**src/rtl/serial_add_ctrl.sv**
```systemverilog
// Bit-serial adder controller: one full adder cell, one bit per clock, LSB first.
// Ports: clk, rst_n, start, a, b, cin, sub -> busy, done, sum, cout, ovf.
// Optional subtract mode: define SERIAL_ADD_SUB_EN.

module fa_cell (
  input  logic x,
  input  logic y,
  input  logic z,
  output logic c,
  output logic s
);
  logic xy;
  assign xy = x ^ y;
  assign s  = xy ^ z;
  assign c  = (x & y) | (z & xy);
endmodule

module serial_add_ctrl #(
  parameter int WIDTH = 8
) (
  input  logic             clk,
  input  logic             rst_n,
  input  logic             start,
  input  logic [WIDTH-1:0] a,
  input  logic [WIDTH-1:0] b,
  input  logic             cin,
  input  logic             sub,
  output logic             busy,
  output logic             done,
  output logic [WIDTH-1:0] sum,
  output logic             cout,
  output logic             ovf
);

  localparam int CW = $clog2(WIDTH) + 1;

  typedef enum logic [1:0] {
    IDLE = 2'd0,
    RUN  = 2'd1,
    DONE = 2'd2
  } state_t;

  state_t state_q;
  state_t state_d;

  logic [WIDTH-1:0] a_sh;
  logic [WIDTH-1:0] b_sh;
  logic [WIDTH-1:0] sum_sh;
  logic [WIDTH-1:0] sum_nx;
  logic             carry;
  logic             msb_cin;
  logic [CW-1:0]    cnt;

  logic             accept;
  logic             last;
  logic             fa_c;
  logic             fa_s;

  logic [WIDTH-1:0] b_ld;
  logic             c_ld;

  fa_cell u_fa (
    .x (a_sh[0]),
    .y (b_sh[0]),
    .z (carry),
    .c (fa_c),
    .s (fa_s)
  );

`ifdef SERIAL_ADD_SUB_EN
  // a - b == a + ~b + 1
  assign b_ld = sub ? ~b : b;
  assign c_ld = sub ? 1'b1 : cin;
`else
  logic unused_sub;
  assign unused_sub = sub;
  assign b_ld = b;
  assign c_ld = cin;
`endif

  assign last = (cnt == CW'(WIDTH - 1));

  generate
    if (WIDTH == 1) begin : g_w1
      assign sum_nx = fa_s;
    end else begin : g_wn
      assign sum_nx = {fa_s, sum_sh[WIDTH-1:1]};
    end
  endgenerate

  always_ff @(posedge clk or negedge rst_n) begin
    if (!rst_n) begin
      state_q <= IDLE;
    end else begin
      state_q <= state_d;
    end
  end

  always_comb begin
    state_d = state_q;
    busy    = 1'b0;
    done    = 1'b0;
    accept  = 1'b0;
    unique case (state_q)
      IDLE: begin
        if (start) begin
          accept  = 1'b1;
          state_d = RUN;
        end
      end
      RUN: begin
        busy = 1'b1;
        if (last) begin
          state_d = DONE;
        end
      end
      DONE: begin
        done = 1'b1;
        if (start) begin
          accept  = 1'b1;
          state_d = RUN;
        end else begin
          state_d = IDLE;
        end
      end
      default: begin
        state_d = IDLE;
      end
    endcase
  end

  always_ff @(posedge clk or negedge rst_n) begin
    if (!rst_n) begin
      a_sh    <= '0;
      b_sh    <= '0;
      sum_sh  <= '0;
      carry   <= 1'b0;
      msb_cin <= 1'b0;
      cnt     <= '0;
      sum     <= '0;
      cout    <= 1'b0;
      ovf     <= 1'b0;
    end else begin
      if (accept) begin
        a_sh  <= a;
        b_sh  <= b_ld;
        carry <= c_ld;
        cnt   <= '0;
      end else if (busy) begin
        a_sh   <= a_sh >> 1;
        b_sh   <= b_sh >> 1;
        sum_sh <= sum_nx;
        carry  <= fa_c;
        cnt    <= cnt + 1'b1;
        // Final bit: publish result as DONE is entered.
        if (last) begin
          msb_cin <= carry;
          sum     <= sum_nx;
          cout    <= fa_c;
          ovf     <= carry ^ fa_c;
        end
      end
    end
  end

endmodule

```
**config.mk**
```make
export PLATFORM = sky130hd
export DESIGN_NAME = serial_add_ctrl
export DESIGN_NICKNAME = d
export VERILOG_FILES = /design/src/rtl/serial_add_ctrl.sv
export SDC_FILE = /design/constraint.sdc
export NUM_CORES = 1
export LEC_CHECK = 0
export ABC_CLOCK_PERIOD_IN_PS = 2930
export CAP_MARGIN = 20
export CORE_ASPECT_RATIO = 0.6
export CORE_UTILIZATION = 50
export DETAILED_ROUTE_END_ITERATION = 16
export PLACE_DENSITY = 0.75
export RECOVER_POWER = 100
export SLEW_MARGIN = 5
export SYNTH_ARGS = -nofsm -noshare
export SYNTH_HDL_FRONTEND = slang
export SYNTH_HIERARCHICAL = 1
export SYNTH_SLANG_ARGS = --single-unit
```
**constraint.sdc**
```tcl
create_clock -name clk -period 2.93 [get_ports clk]
set_input_delay 0.586 -clock clk [delete_from_list [all_inputs] [get_ports clk]]
set_output_delay 0.586 -clock clk [all_outputs]
set_load 0.01 [all_outputs]
```
==> results of run 1 <==
==> synth_stat cells <==
| cell | number | area share |
|---|---|---|
| a22oi_1 | 3 | 0.013 |
| fa_1 | 1 | 0.012 |
| mux2i_1 | 1 | 0.0059 |
| buf_6 | 2 | 0.013 |
| nand2b_1 | 2 | 0.0074 |
| inv_2 | 1 | 0.0022 |
| buf_2 | 4 | 0.012 |
| buf_4 | 1 | 0.0044 |
| a31oi_1 | 10 | 0.037 |
| nor2_1 | 14 | 0.031 |
| xor2_1 | 2 | 0.010 |
| dfrtp_1 | 40 | 0.59 |
| ha_1 | 1 | 0.0074 |
| clkbuf_1 | 3 | 0.0067 |
| nand2_1 | 49 | 0.11 |
| nor3_4 | 1 | 0.0096 |
| nand4_1 | 1 | 0.0037 |
| a22o_1 | 2 | 0.010 |
| o21ai_0 | 2 | 0.0059 |
| a21oi_1 | 1 | 0.0030 |
| nand3_1 | 4 | 0.012 |
| o22ai_1 | 2 | 0.0074 |
| nand3b_1 | 1 | 0.0044 |
| nor3_1 | 2 | 0.0059 |
| and2b_1 | 2 | 0.0089 |
| mux2_2 | 10 | 0.067 |
==> worst paths after layout <==
check                      cells after the start  slack, ns   endpoint
max                                            5       0.67    b_sh[0]
min                                            1       0.40  sum_sh[1]
max reg2reg                                    4       0.72       cout
min reg2reg                                    2       0.48  sum_sh[4]
max in group asynchronous                      1       1.98    a_sh[5]
min in group clk                               2       0.48  sum_sh[4]
==> power groups by stage <==
stage	Sequential, µW	Combinational (µW)	Clock (µW)
final	958	827	380
after global routing	995	927	406
after CTS	962	882	387
after detailed placement	972	876	0
after global placement	956	845	0
after floorplan	966	573	0
==> sequential cells by signal (all words and copies together) (netlist names) <==
name / flops
sum: 8
cnt: 4
cout: 1
carry: 1
ovf: 1
a_sh: 8
sum_sh: 7
state_q: 2
b_sh: 8
==> per-layer routing <==
layer	wire length, µm	global-route usage	vias to the layer above
met4	61	0.102	0
met3	167	0.0544	7
met2	1330	0.315	32
li1	-	-	603
met1	1560	0.263	553
met5	0	0	-
==> cells by family (layout without fill, tap and decap cells) <==
kind of cell	count (synthesis)	after routing	synth area share
and+or+nand+nor	76	76	0.191
DFF	40	40	0.591
AOI/OAI and AO/OA	20	20	0.0769
muxes	11	11	0.0724
buffers and inverters	11	43	0.0384
adders and majority gates	2	2	0.0192
xor gates and xnor gates	2	2	0.0103
==> stage by stage <==
step	cells	util	cell area [µm²]	power [µW]
CTS	236	0.693	2110	2230
floorplan	162	-	1690	1540
finish	236	0.689	2090	2170
global route	236	0.689	2090	2330
global placement	228	0.662	2010	1800
detailed placement	228	0.662	2010	1850
==> area by class of cell <==
| class | count | area [µm²] | share of cell area |
|---|---|---|---|
| multi-input combinational | 111 | 627 | 0.299 |
| clock buffer | 7 | 86.3 | 0.0412 |
| sequential | 40 | 1000 | 0.478 |
| tap | 42 | 52.6 | 0.0251 |
| timing repair buffer | 34 | 317 | 0.151 |
| clock inverter | 1 | 7.51 | 0.00358 |
| inverter | 1 | 3.75 | 0.00179 |
==> metrics.csv, run 1 <==
stage,metric,value,unit
yosys,ys_seq_elements,40,
setup_path,cp_top_family,buffers and inverters,
global_routing,grt.overflow.total,0,
sta,maxSlewHeadroom,0.230,
global_routing,grt_pass1_wl,5270,µm
setup_path,slowest_delay,0.84,ns
die,coreArea,3040,µm²
layout,diodes,0,
clock_network,post_cts_buffers,0,
sta,fin_crit_sh,0.771,
yosys,yosysWarnings,6,
pwr,combPwrFrac,0.382,
sta,slew_viol_final,0,
clock_network,root_buffer,clkbuf_8,
setup_path,worstSetupStartpoint,start,
global_routing,track_usage,0.199,
setup_path,end_kind,flop,
setup_path,cp.arrival,2.48,ns
yosys,yosysSeqAreaShare,0.591,
pwr,power.density,1030,nW/µm²
sta,max_clock_freq,443,MHz
drt,first_pass_iters,4,
setup_path,worst-path-max-fanout,29,
clock_network,cts_buffer_depth,2,
sta,rsz0062_at_grt,false,
layout,drive_above_1_share,0.0979,
yosys,synth_nets,185,
die,io_pins,33,
global_routing,grt_max_degree,41,
drt,routed_wl,3110,µm
setup_path,startpoint_type,input pin,
clock_network,cts_tree,yes,
layout,layout.nets,216,
setup_path,reg2reg_from,state_q[1],
sta,setup_viol,0,
clock_network,clk_latency,0.29,ns
pwr,intPower,1380,µW
sta,fin_tns_setup,0,ns
clock_network,clk_pin_slew,0.08,ns
clock_network,clock_sinks,40,
sta,fin_ws,0.670,ns
sta,holdWs,0.402,ns
sta,layout_min_cycle_time,2.26,ns
die,dieArea,3630,µm²
pwr,swShare,0.363,
clock_network,ctsHoldBuffers,0,
clock_network,ctsHtreeMaxLevel,2,
die,fp.dieH,47.1,µm
drt,postRouteAntennaNets,0,
layout,layout_commonest_cell,nand2_1,
hold_path,hp-class,in -> async,
pwr,peakVddDrop,574,µV
pwr,clkPwrFrac,0.176,
yosys,postSynthAreaPerCell,10.4,µm²
setup_path,cp.required,3.15,ns
yosys,syn_area,1690,µm²
pwr,leakage,0.000968,µW
pwr,pwr-share-seq,0.442,
run,maxCapViolations,0,
layout,area_growth,23.7,%
setup_path,path_cells,dlygate4sd3_1 -> nand2b_1 -> clkbuf_1 -> o22ai_1 -> nor2_1,
die,fp-row-count,15,
global_routing,antenna_found_initial,0,
sta,hold_viol,0,
clock_network,cts_buffers,5,
pwr,p_sw,785,µW
layout,fillers,232,
global_routing,first_global_vias,1135,
place,pre_cts_ws,1.06,ns
place,routabilityCongestion,0.739,
layout,final_cell_mix,"nand2_1 (49), dfrtp_1 (40), clkdlybuf4s50_1 (17), nor2_1 (14), dlygate4sd3_1 (13)",
setup_path,path_class,in -> reg,
die,die_w,77.1,µm
clock_network,cts_resized,0,
sta,clock_skew,0.00746,ns
drt,wl_per_cell,13.2,µm
yosys,synth_cell_types,26,
setup_path,path_buf_inv,2,
yosys,synthCells,162,
die,initial_core_util,0.557,
sta,worst_pin_slew,1.15,ns
place,dpl.hpwl,2040,µm
drt,via_per_inst,5.06,
place,io_buffers,31,
drt,drc,0,
drt,drt_iter0_drc,70,
setup_path,crit_slowest_cell,clkbuf_1,
status,status,finished clean,
drt,num_vias,1195,
Note: power is estimated with default switching activity, not from simulation.
==> run 2: changes to the inputs <==
- ABC_CLOCK_PERIOD_IN_PS: 2930 -> 2100
- clock period: 2.93 -> 2.1 ns (I/O delays scaled with it)
==> metrics.csv, run 2 (synthesis gave the netlist of run 1 again) <==
stage,metric,value,unit,change
die,io_pins,33,,unchanged
setup_path,cp.arrival,1.51,ns,-0.97 ns
sta,hold_viol,0,,unchanged
drt,postRouteAntennaNets,0,,unchanged
place,dpl.hpwl,2330,µm,+14%
pwr,peakVddDrop,683,µV,+19%
pwr,leakage,0.000996,µW,+2.9%
status,status,finished clean,,
layout,area_growth,25.4,%,
sta,max_clock_freq,519,MHz,
layout,final_cell_mix,"nand2_1 (49), dfrtp_1 (40), clkdlybuf4s50_1 (18), nor2_1 (14), dlygate4sd3_1 (12)",,
sta,rsz0062_at_grt,false,,
place,routabilityCongestion,0.788,,+6.6%
layout,drive_above_1_share,0.112,,+0.0137
global_routing,first_global_vias,1234,,+8.7%
die,fp-row-count,15,,unchanged
pwr,power.density,1490,nW/µm²,+44%
layout,diodes,0,,unchanged
sta,maxSlewHeadroom,0.0319,,-0.198
drt,via_per_inst,5.24,,+3.5%
global_routing,grt.overflow.total,0,,unchanged
setup_path,worst-path-max-fanout,4,,-86%
sta,fin_tns_setup,0,ns,unchanged
setup_path,slowest_delay,0.53,ns,-0.31 ns
drt,first_pass_iters,5,,+1
die,initial_core_util,0.557,,unchanged
sta,fin_crit_sh,0.917,,
drt,drt_iter0_drc,84,,+20%
sta,worst_pin_slew,1.45,ns,+0.298 ns
setup_path,path_cells,nand2b_1 -> clkinv_1 -> clkdlybuf4s50_1,,
global_routing,track_usage,0.219,,+0.0196
drt,num_vias,1253,,+4.9%
layout,layout_commonest_cell,nand2_1,,
run,maxCapViolations,0,,unchanged
sta,layout_min_cycle_time,1.93,ns,
global_routing,grt_pass1_wl,5620,µm,+6.5%
place,io_buffers,31,,unchanged
drt,wl_per_cell,14.4,µm,+9.2%
clock_network,cts_tree,yes,,
sta,slew_viol_final,0,,unchanged
setup_path,worstSetupStartpoint,state_q[1],,
clock_network,clk_latency,0.29,ns,about the same
setup_path,cp_top_family,buffers and inverters,,
clock_network,root_buffer,clkbuf_8,,
die,coreArea,3040,µm²,unchanged
clock_network,clock_sinks,40,,unchanged
clock_network,post_cts_buffers,0,,unchanged
sta,clock_skew,0.00535,ns,-0.00211 ns
setup_path,crit_slowest_cell,clkdlybuf4s50_1,,
clock_network,cts_buffer_depth,2,,unchanged
setup_path,startpoint_type,flop,,
global_routing,antenna_found_initial,0,,unchanged
clock_network,ctsHoldBuffers,0,,unchanged
setup_path,end_kind,primary output,,
setup_path,reg2reg_from,cnt[0],,
layout,final_util,0.698,,+0.00905
hold_path,hp-class,in -> async,,
setup_path,cp.required,1.68,ns,-1.47 ns
clock_network,cts_resized,0,,unchanged
drt,routed_wl,3440,µm,+11%
layout,layout.nets,219,,+1.4%
setup_path,path_class,reg -> out,,
setup_path,path_buf_inv,2,,unchanged
layout,top_regs,"a_sh x8, b_sh x8, sum x8",,
clock_network,cts_buffers,5,,unchanged
sta,setup_viol,0,,unchanged
die,die_w,77.1,µm,unchanged
global_routing,grt_max_degree,29,,-29%
clock_network,clk_pin_slew,0.07,ns,about the same
die,fp.dieH,47.1,µm,unchanged
die,dieArea,3630,µm²,unchanged
clock_network,ctsHtreeMaxLevel,2,,unchanged
drt,drc,0,,unchanged
layout,fillers,245,,+5.6%
-- run 2: path summary, 6_finish.rpt --
kind,slack (ns),to,cells after the start
hold reg to reg,0.50,sum_sh[6],2
setup reg to reg,0.28,sum[2],4
hold / removal,0.46,sum_sh[3],1
min in group clk,0.50,sum_sh[6],2
max in group asynchronous,0.68,b_sh[3],2
setup / recovery,0.17,busy,3
-- run 2: per-stage QoR --
stage,total power [µW],setup slack (ns),hold slack [ns],instances,instance area [µm²]
after floorplan,2150,0.695,0.124,162,1690
after global placement,2540,0.428,0.453,231,2050
after detailed placement,2620,0.427,0.465,231,2050
after CTS,3250,0.121,0.146,239,2150
after global routing,3380,0.0973,0.523,239,2120
final,3160,0.174,0.457,239,2120
-- run 2: power by group --
| part | switching (µW) | internal [µW] |
|---|---|---|
| clock network | 262 | 353 |
| registers | 228 | 1120 |
| logic | 635 | 560 |
-- run 2: area by class of cell --
cell class	count	area, µm²	share of cell area
repair buffers	37	337	0.159
clock buffers	6	72.6	0.0342
flip-flops and latches	40	1000	0.472
well taps	42	52.6	0.0248
multi-input cells	111	621	0.292
inverters	1	3.75	0.00177
clock inverters	2	35.0	0.0165
-- run 2: metal layers --
metal / vias to the layer above / GRT usage / share of wire / routed length, µm
met1: 609 / 0.270 / 0.47 / 1620
li1: 605 / - / - / -
met4: 0 / 0.136 / 0.019 / 65
met2: 29 / 0.368 / 0.46 / 1580
met5: - / 0 / 0 / 0
met3: 10 / 0.0524 / 0.052 / 178
